[config.mk]
export PLATFORM = sky130hd
export DESIGN_NAME = req_capture_server
export DESIGN_NICKNAME = d
export VERILOG_FILES = /design/src/rtl/req_capture_server.sv
export SDC_FILE = /design/constraint.sdc
export NUM_CORES = 1
export LEC_CHECK = 0
export ABC_CLOCK_PERIOD_IN_PS = 3360
export CAP_MARGIN = 10
export CORE_MARGIN = 5
export CORE_UTILIZATION = 49
export CTS_CLUSTER_SIZE = 24
export DETAILED_ROUTE_END_ITERATION = 7
export GPL_ROUTABILITY_DRIVEN = 0
export PLACE_DENSITY_LB_ADDON = 0.08
export SLEW_MARGIN = 20
export SYNTH_ARGS = -nofsm -noshare
export SYNTH_HDL_FRONTEND = slang
export SYNTH_SLANG_ARGS = --single-unit
[constraint.sdc]
create_clock -name clk -period 3.36 [get_ports clk]
set_clock_uncertainty 0.1 [all_clocks]
set_input_delay 0.336 -clock clk [delete_from_list [all_inputs] [get_ports clk]]
set_output_delay 0.336 -clock clk [all_outputs]
set_load 0.05 [all_outputs]
[src/rtl/req_capture_server.sv]
// Sticky request capture feeding the 2**N-line priority encoder: serves pending
// lines highest index first over a valid/ready output. Optional DROP_CNT_EN adds drop_cnt.
module req_capture_server #(
    parameter int N = 3
) (
    input  logic           clk,
    input  logic           rst_n,
    input  logic           enable,
    input  logic [2**N-1:0] req,
    output logic [2**N-1:0] inVal,
    output logic [N-1:0]   out_index,
    output logic           out_valid,
    input  logic           out_ready,
    output logic           busy,
`ifdef DROP_CNT_EN
    output logic [7:0]     drop_cnt,
`endif
    output logic           dbg_state
);
    localparam int W = 2**N;

    // Handshake: a line transfers on every rising edge where out_valid & out_ready;
    // while out_valid is high and out_ready low, inVal/out_index stay bit-stable.
    typedef enum logic {IDLE = 1'b0, HOLD = 1'b1} state_t;

    state_t         state_q;
    logic [W-1:0]   pending_q, pending_d;
    logic [W-1:0]   inval_q;
    logic [N-1:0]   index_q;
    logic           valid_q;
    logic [N-1:0]   sel_idx;
    logic [W-1:0]   sel_oh;
    logic [W-1:0]   clr;
    logic           load;

    // Last set bit seen in an ascending scan is the highest pending index.
    always_comb begin
        sel_idx = '0;
        for (int i = 0; i < W; i++) begin
            if (pending_q[i]) sel_idx = i[N-1:0];
        end
    end

    assign sel_oh    = {{(W-1){1'b0}}, 1'b1} << sel_idx;
    assign load      = enable && (|pending_q) && ((state_q == IDLE) || out_ready);
    assign clr       = load ? sel_oh : '0;
    assign pending_d = enable ? ((pending_q & ~clr) | req) : pending_q;

    always_ff @(posedge clk) begin
        if (!rst_n) begin
            state_q   <= IDLE;
            pending_q <= '0;
            inval_q   <= '0;
            index_q   <= '0;
            valid_q   <= 1'b0;
        end else begin
            pending_q <= pending_d;
            case (state_q)
                IDLE: begin
                    if (load) begin
                        inval_q <= sel_oh;
                        index_q <= sel_idx;
                        valid_q <= 1'b1;
                        state_q <= HOLD;
                    end
                end
                HOLD: begin
                    if (load) begin
                        inval_q <= sel_oh;
                        index_q <= sel_idx;
                    end else if (out_ready) begin
                        inval_q <= '0;
                        valid_q <= 1'b0;
                        state_q <= IDLE;
                    end
                end
                default: state_q <= IDLE;
            endcase
        end
    end

    assign inVal     = inval_q;
    assign out_index = index_q;
    assign out_valid = valid_q;
    assign busy      = (|pending_q) | valid_q;
    assign dbg_state = state_q;

`ifdef DROP_CNT_EN
    logic [7:0]  drop_cnt_q, drop_cnt_d;
    logic [W-1:0] dup;
    logic [15:0] dup_pop;
    logic [15:0] drop_sum;

    // A duplicate is a req landing on a bit that stays pending through this edge.
    assign dup = enable ? (req & pending_q & ~clr) : '0;

    always_comb begin
        dup_pop = '0;
        for (int i = 0; i < W; i++) begin
            dup_pop = dup_pop + {15'd0, dup[i]};
        end
        drop_sum   = {8'd0, drop_cnt_q} + dup_pop;
        drop_cnt_d = (drop_sum > 16'd255) ? 8'd255 : drop_sum[7:0];
    end

    always_ff @(posedge clk) begin
        if (!rst_n) drop_cnt_q <= '0;
        else        drop_cnt_q <= drop_cnt_d;
    end

    assign drop_cnt = drop_cnt_q;
`endif
endmodule

* Yosys cells after proc, flatten, opt, wreduce, memory -nomap -nowiden
Cells that the tools add are included.
** Cells by class
- Bitwise operators :: 5
- Shift-type cells :: 1
- Reductions and logical operators :: 6
- Mux-type cells :: 21
- Equal/unequal tests :: 4
** Operators by type and width (count)
- two-way mux 8 bit :: 4
- two-way mux 3 bit :: 7
- case mux 8 bit (2 select lines) :: 1
- AND 8 bit :: 1
- NOT 8 bit :: 1
- bitwise OR 8 bit :: 1
- OR reduction 8 bit :: 1
- << shifter 1 x 3 -> 8 bit (first input constant) :: 1
- two-way mux 1 bit :: 7
- inequality test 2 bit (second input constant) :: 3
- case mux 1 bit (2 select lines) :: 2
- inequality test 3 x 2 -> 1 bit (second input constant) :: 1
- AND reduction 3 bit :: 1
- logical AND 1 bit :: 2
- AND reduction 2 bit :: 1
- logical OR 1 bit :: 1
- NOT 1 bit :: 1
- bitwise OR 1 bit :: 1
** Storage, ports and cells
- Input bits :: 12
- Word-level logic and storage cells :: 42
- Flip-flop bits (word level) :: 21
- Output and inout bits :: 14

* Longest topological paths before layout
Gate-level depths: netlist of the first run.
- Depth after elaboration :: 12
- Gate-level depth with buffers :: 5
- Gate-level depth less buffers :: 4

* Least setup slack after synthesis of the first run
Ideal clock, no wire load.
- Kind :: register to output
- Start :: reg pending_q[4]
- End :: out busy
- Cell stages (with the launch flop) :: 4
- Setup slack :: 1.362 ns
- Data required time :: 2.924 ns
- Arrival :: 1.562 ns
- Buffers on the path :: 1
- Path through :: dfxtp_1 or4_1 buf_6 or3_2
** Between the ends
- Longest elaborated chain between the ends :: 2
** RTL lines
- from (decl) :: line 27 : logic [W-1:0] pending_q, pending_d;
- from (signal assigned) :: line 57 : pending_q <= pending_d;
- OR reduction 8 bit :: line 85 : assign busy = (|pending_q) | valid_q;
- bitwise OR 1 bit :: line 85
- to (decl) :: line 14 : output logic busy,
No other way between the ends.

* Final worst setup path of the first run
Ends and elaborated chain as after synthesis.

==> impl_metrics.env, run 1 <==
export IMPL_grt_max_degree=17
export IMPL_period_minus_slack_ns=3.00
export IMPL_async_reset_ff_share_pct=0
export IMPL_clk_latency_ns=0.31
export IMPL_coreArea_mm2=0.00175
export IMPL_vdd_drop_max_mv=0.339
export IMPL_routedWlPerCell_um=14.4
export IMPL_ant_nets=0
export IMPL_synth_area_top_cells="dfxtp_1, a21oi_1, a32o_2"
export IMPL_drv_slew=0
export IMPL_yosysTopAreaCell="dfxtp_1"
export IMPL_vias_per_cell=5.57
export IMPL_syn2layout_area_growth_pct=31.2
export IMPL_path_cells="or4_1, or3_2, clkdlybuf4s50_1"
export IMPL_synthDominantCellAreaShare_pct=46.4
export IMPL_antenna_cells=0
export IMPL_synth_cell_types=34
export IMPL_cts_clk_slew_worst_paths_ns=0.12
export IMPL_outcome="finished, final reports clean"
export IMPL_post_cts_buffers=0
export IMPL_hpwl_um=1540
export IMPL_synth_cells=95
export IMPL_pwr_share_comb_pct=28.2
export IMPL_fin_tns_setup_ns=0
export IMPL_start_util_pct=51.9
export IMPL_dr_wl_met3_um=134
export IMPL_cp_slowest_cell="or4_1"
export IMPL_ys_ff_latch=21
export IMPL_drtIter0Drc=21
export IMPL_die_width_um=53.0
export IMPL_htree_levels=1
export IMPL_drive_above_1_share_pct=11.8
export IMPL_synth_warnings=0
export IMPL_design_area_mm2=0.00119
export IMPL_synth_flop_cell="dfxtp_1"
export IMPL_fmax_mhz=334
export IMPL_setup_viol_count_final=0
export IMPL_antenna_found_initial=0
export IMPL_clockBufferDepth=2
export IMPL_switching_power_mw=0.185
export IMPL_syn_area_um2=906
export IMPL_pwr_density_cell_mw_per_mm2=468
export IMPL_crit_path_end_kind="output pin"
export IMPL_rows=15
export IMPL_met2_wirelength_um=919
export IMPL_die_y_um=53.0
export IMPL_m1WireLength_um=983
export IMPL_required_ns=2.92
export IMPL_rsz0062_at_grt="false"
export IMPL_syn_avg_cell_area_um2=9.54
export IMPL_p_leak_nw=0.452
export IMPL_hold_path_class="flip-flop to flip-flop"
export IMPL_portBuffers=25
export IMPL_top_layer_used="met4"
export IMPL_ctsRootBufferMaster="clkbuf_4"
export IMPL_seq_area_um2=420
export IMPL_track_usage_pct=17.6
export IMPL_switching_share_pct=33.3
export IMPL_slowest_delay_ns=0.72
export IMPL_post_route_period_util_pct=89.2
export IMPL_cts_tree="done"
export IMPL_dpl_cell_area_mm2=0.00116
export IMPL_firstDrtPassIters=4
export IMPL_fill_cells=152
export IMPL_cts_made_buffers=3
export IMPL_path_max_fanout=8
export IMPL_crit_type="flip-flop to output pin"
export IMPL_start_kind="flip-flop"
export IMPL_layout_nets=132
export IMPL_worst_ep_arrival_time_ns=2.56
export IMPL_power_internal_mw=0.371
export IMPL_worst_slew_pin_slew_ns=0.775
export IMPL_synth_edf_count=0
export IMPL_synth_nets=107
export IMPL_seqPwrFrac_pct=50.2
export IMPL_grt_pass1_wl_um=3640
export IMPL_power_share_clock_pct=21.5
export IMPL_ctsHoldBuffers=0
export IMPL_die_area_mm2=0.00281
export IMPL_multi_input_area_um2=444
export IMPL_wl_um=2080
export IMPL_grt_pass1_vias=806
export IMPL_vias=802
export IMPL_max_slew_margin_pct=48.1
export IMPL_hold_violations=0
export IMPL_grt_ovfl_total=0
export IMPL_ys_seq_area_share_pct=46.4
export IMPL_cts_sinks=21
export IMPL_cts_resized=0
export IMPL_io_pins=26
export IMPL_drc=0
export IMPL_drv_cap=0
[state kept, by name, summed over array words and instances (netlist names)]
name and count:
dbg_state 1, pending_q 8, out_index 3, out_valid 1, inVal 8
[worst max-delay path: cells and delay by family (launching register included)]
kind                   cells  cell delay, ns
DFF                        1            0.36
and+or+nand+nor            2            1.19
buffers and inverters      1            0.71
[power groups by stage]
stage | logic [mW] | clock network [mW] | registers (mW)
global placement | 0.156 | 0 | 0.284
CTS | 0.158 | 0.124 | 0.280
finish | 0.157 | 0.120 | 0.280
detailed placement | 0.157 | 0 | 0.285
global route | 0.169 | 0.136 | 0.283
floorplan | 0.0771 | 0 | 0.317
[Yosys cell counts, types with 2 or more instances]
master and count:
a211oi_1 3, inv_1 4, nand2b_1 2, dfxtp_1 21
a32o_2 4, o21ai_0 3, o31ai_1 3, nand2_1 8
a21oi_1 11, clkbuf_1 3, nor2_1 8, a32o_1 2
o2bb2ai_1 2
[per-layer routing]
layer	up-vias	global-route usage, %
met2	28	26.4
li1	409	-
met4	0	8.09
met1	359	23.4
met5	-	0
met3	6	4.23
[logic make-up after synthesis]
kind of cell | after synthesis | synth area share (%)
DFF | 21 | 46.4
AOI/OAI and AO/OA | 37 | 32.5
and+or+nand+nor | 27 | 15.5
muxes | 1 | 1.11
buffers and inverters | 9 | 4.56
[cells in the final DEF (no fill, tap or decap)]
cell type,instances
nand3b_1,1
a31oi_1,1
a221oi_1,1
a211o_1,1
nor3_2,1
o2bb2ai_1,2
inv_1,4
a32o_1,2
o21ai_0,3
nor3b_1,1
or3_2,1
clkdlybuf4s50_1,25
nor2_1,8
nor3_1,1
mux2i_1,1
dfxtp_1,21
nor4_1,1
o211ai_2,1
or4_1,1
a32o_2,4
nand2_1,8
o31ai_1,3
a211oi_1,3
clkinv_2,1
o21ai_4,1
clkbuf_4,3
o311a_1,1
or4_4,1
a21oi_1,11
o211a_4,1
nand2b_1,2
a41oi_1,1
a22oi_1,1
nand3_1,1
[final cells by class]
class / instances / area share, %
clock buffers: 3 / 1.89
clock inverters: 1 / 0.421
inverters: 4 / 1.26
multi-input cells: 65 / 37.4
flip-flops and latches: 21 / 35.4
well taps: 25 / 2.63
repair buffers: 25 / 21.1
[metrics by stage]
step | setup WS [ns] | power, mW | hold slack [ns] | utilization [%] | std cells
4_1_cts | 0.360 | 0.562 | 0.381 | 68.1 | 144
5_1_grt | 0.287 | 0.588 | 0.410 | 68.1 | 144
6_report | 0.363 | 0.556 | 0.377 | 68.1 | 144
2_1_floorplan | 1.36 | 0.395 | 0.380 | - | 95
3_3_place_gp | 0.725 | 0.440 | 0.349 | 66.5 | 140
3_5_place_dp | 0.718 | 0.442 | 0.353 | 66.5 | 140
[path summary, 6_finish.rpt]
check | startpoint | end | slack, ns | cells after the start
worst max-delay path | pending_q[4] | busy | 0.36 | 3
worst min register to register | inVal[6] | inVal[6] | 0.38 | 1
worst max register to register | pending_q[4] | out_index[1] | 1.50 | 4
worst min-delay path | inVal[6] | inVal[6] | 0.38 | 1
(Power assumes the default switching activity.)
==> run 2, diff against run 1 <==
--- a/config.mk
+++ b/config.mk
@@ -6,7 +6,6 @@
 export NUM_CORES = 1
 export LEC_CHECK = 0
 export ABC_CLOCK_PERIOD_IN_PS = 3360
-export CAP_MARGIN = 10
 export CORE_MARGIN = 5
 export CORE_UTILIZATION = 49
 export CTS_CLUSTER_SIZE = 24
==> results of run 2 <==
Final layout, timing and power as in run 1 (identical DEF).
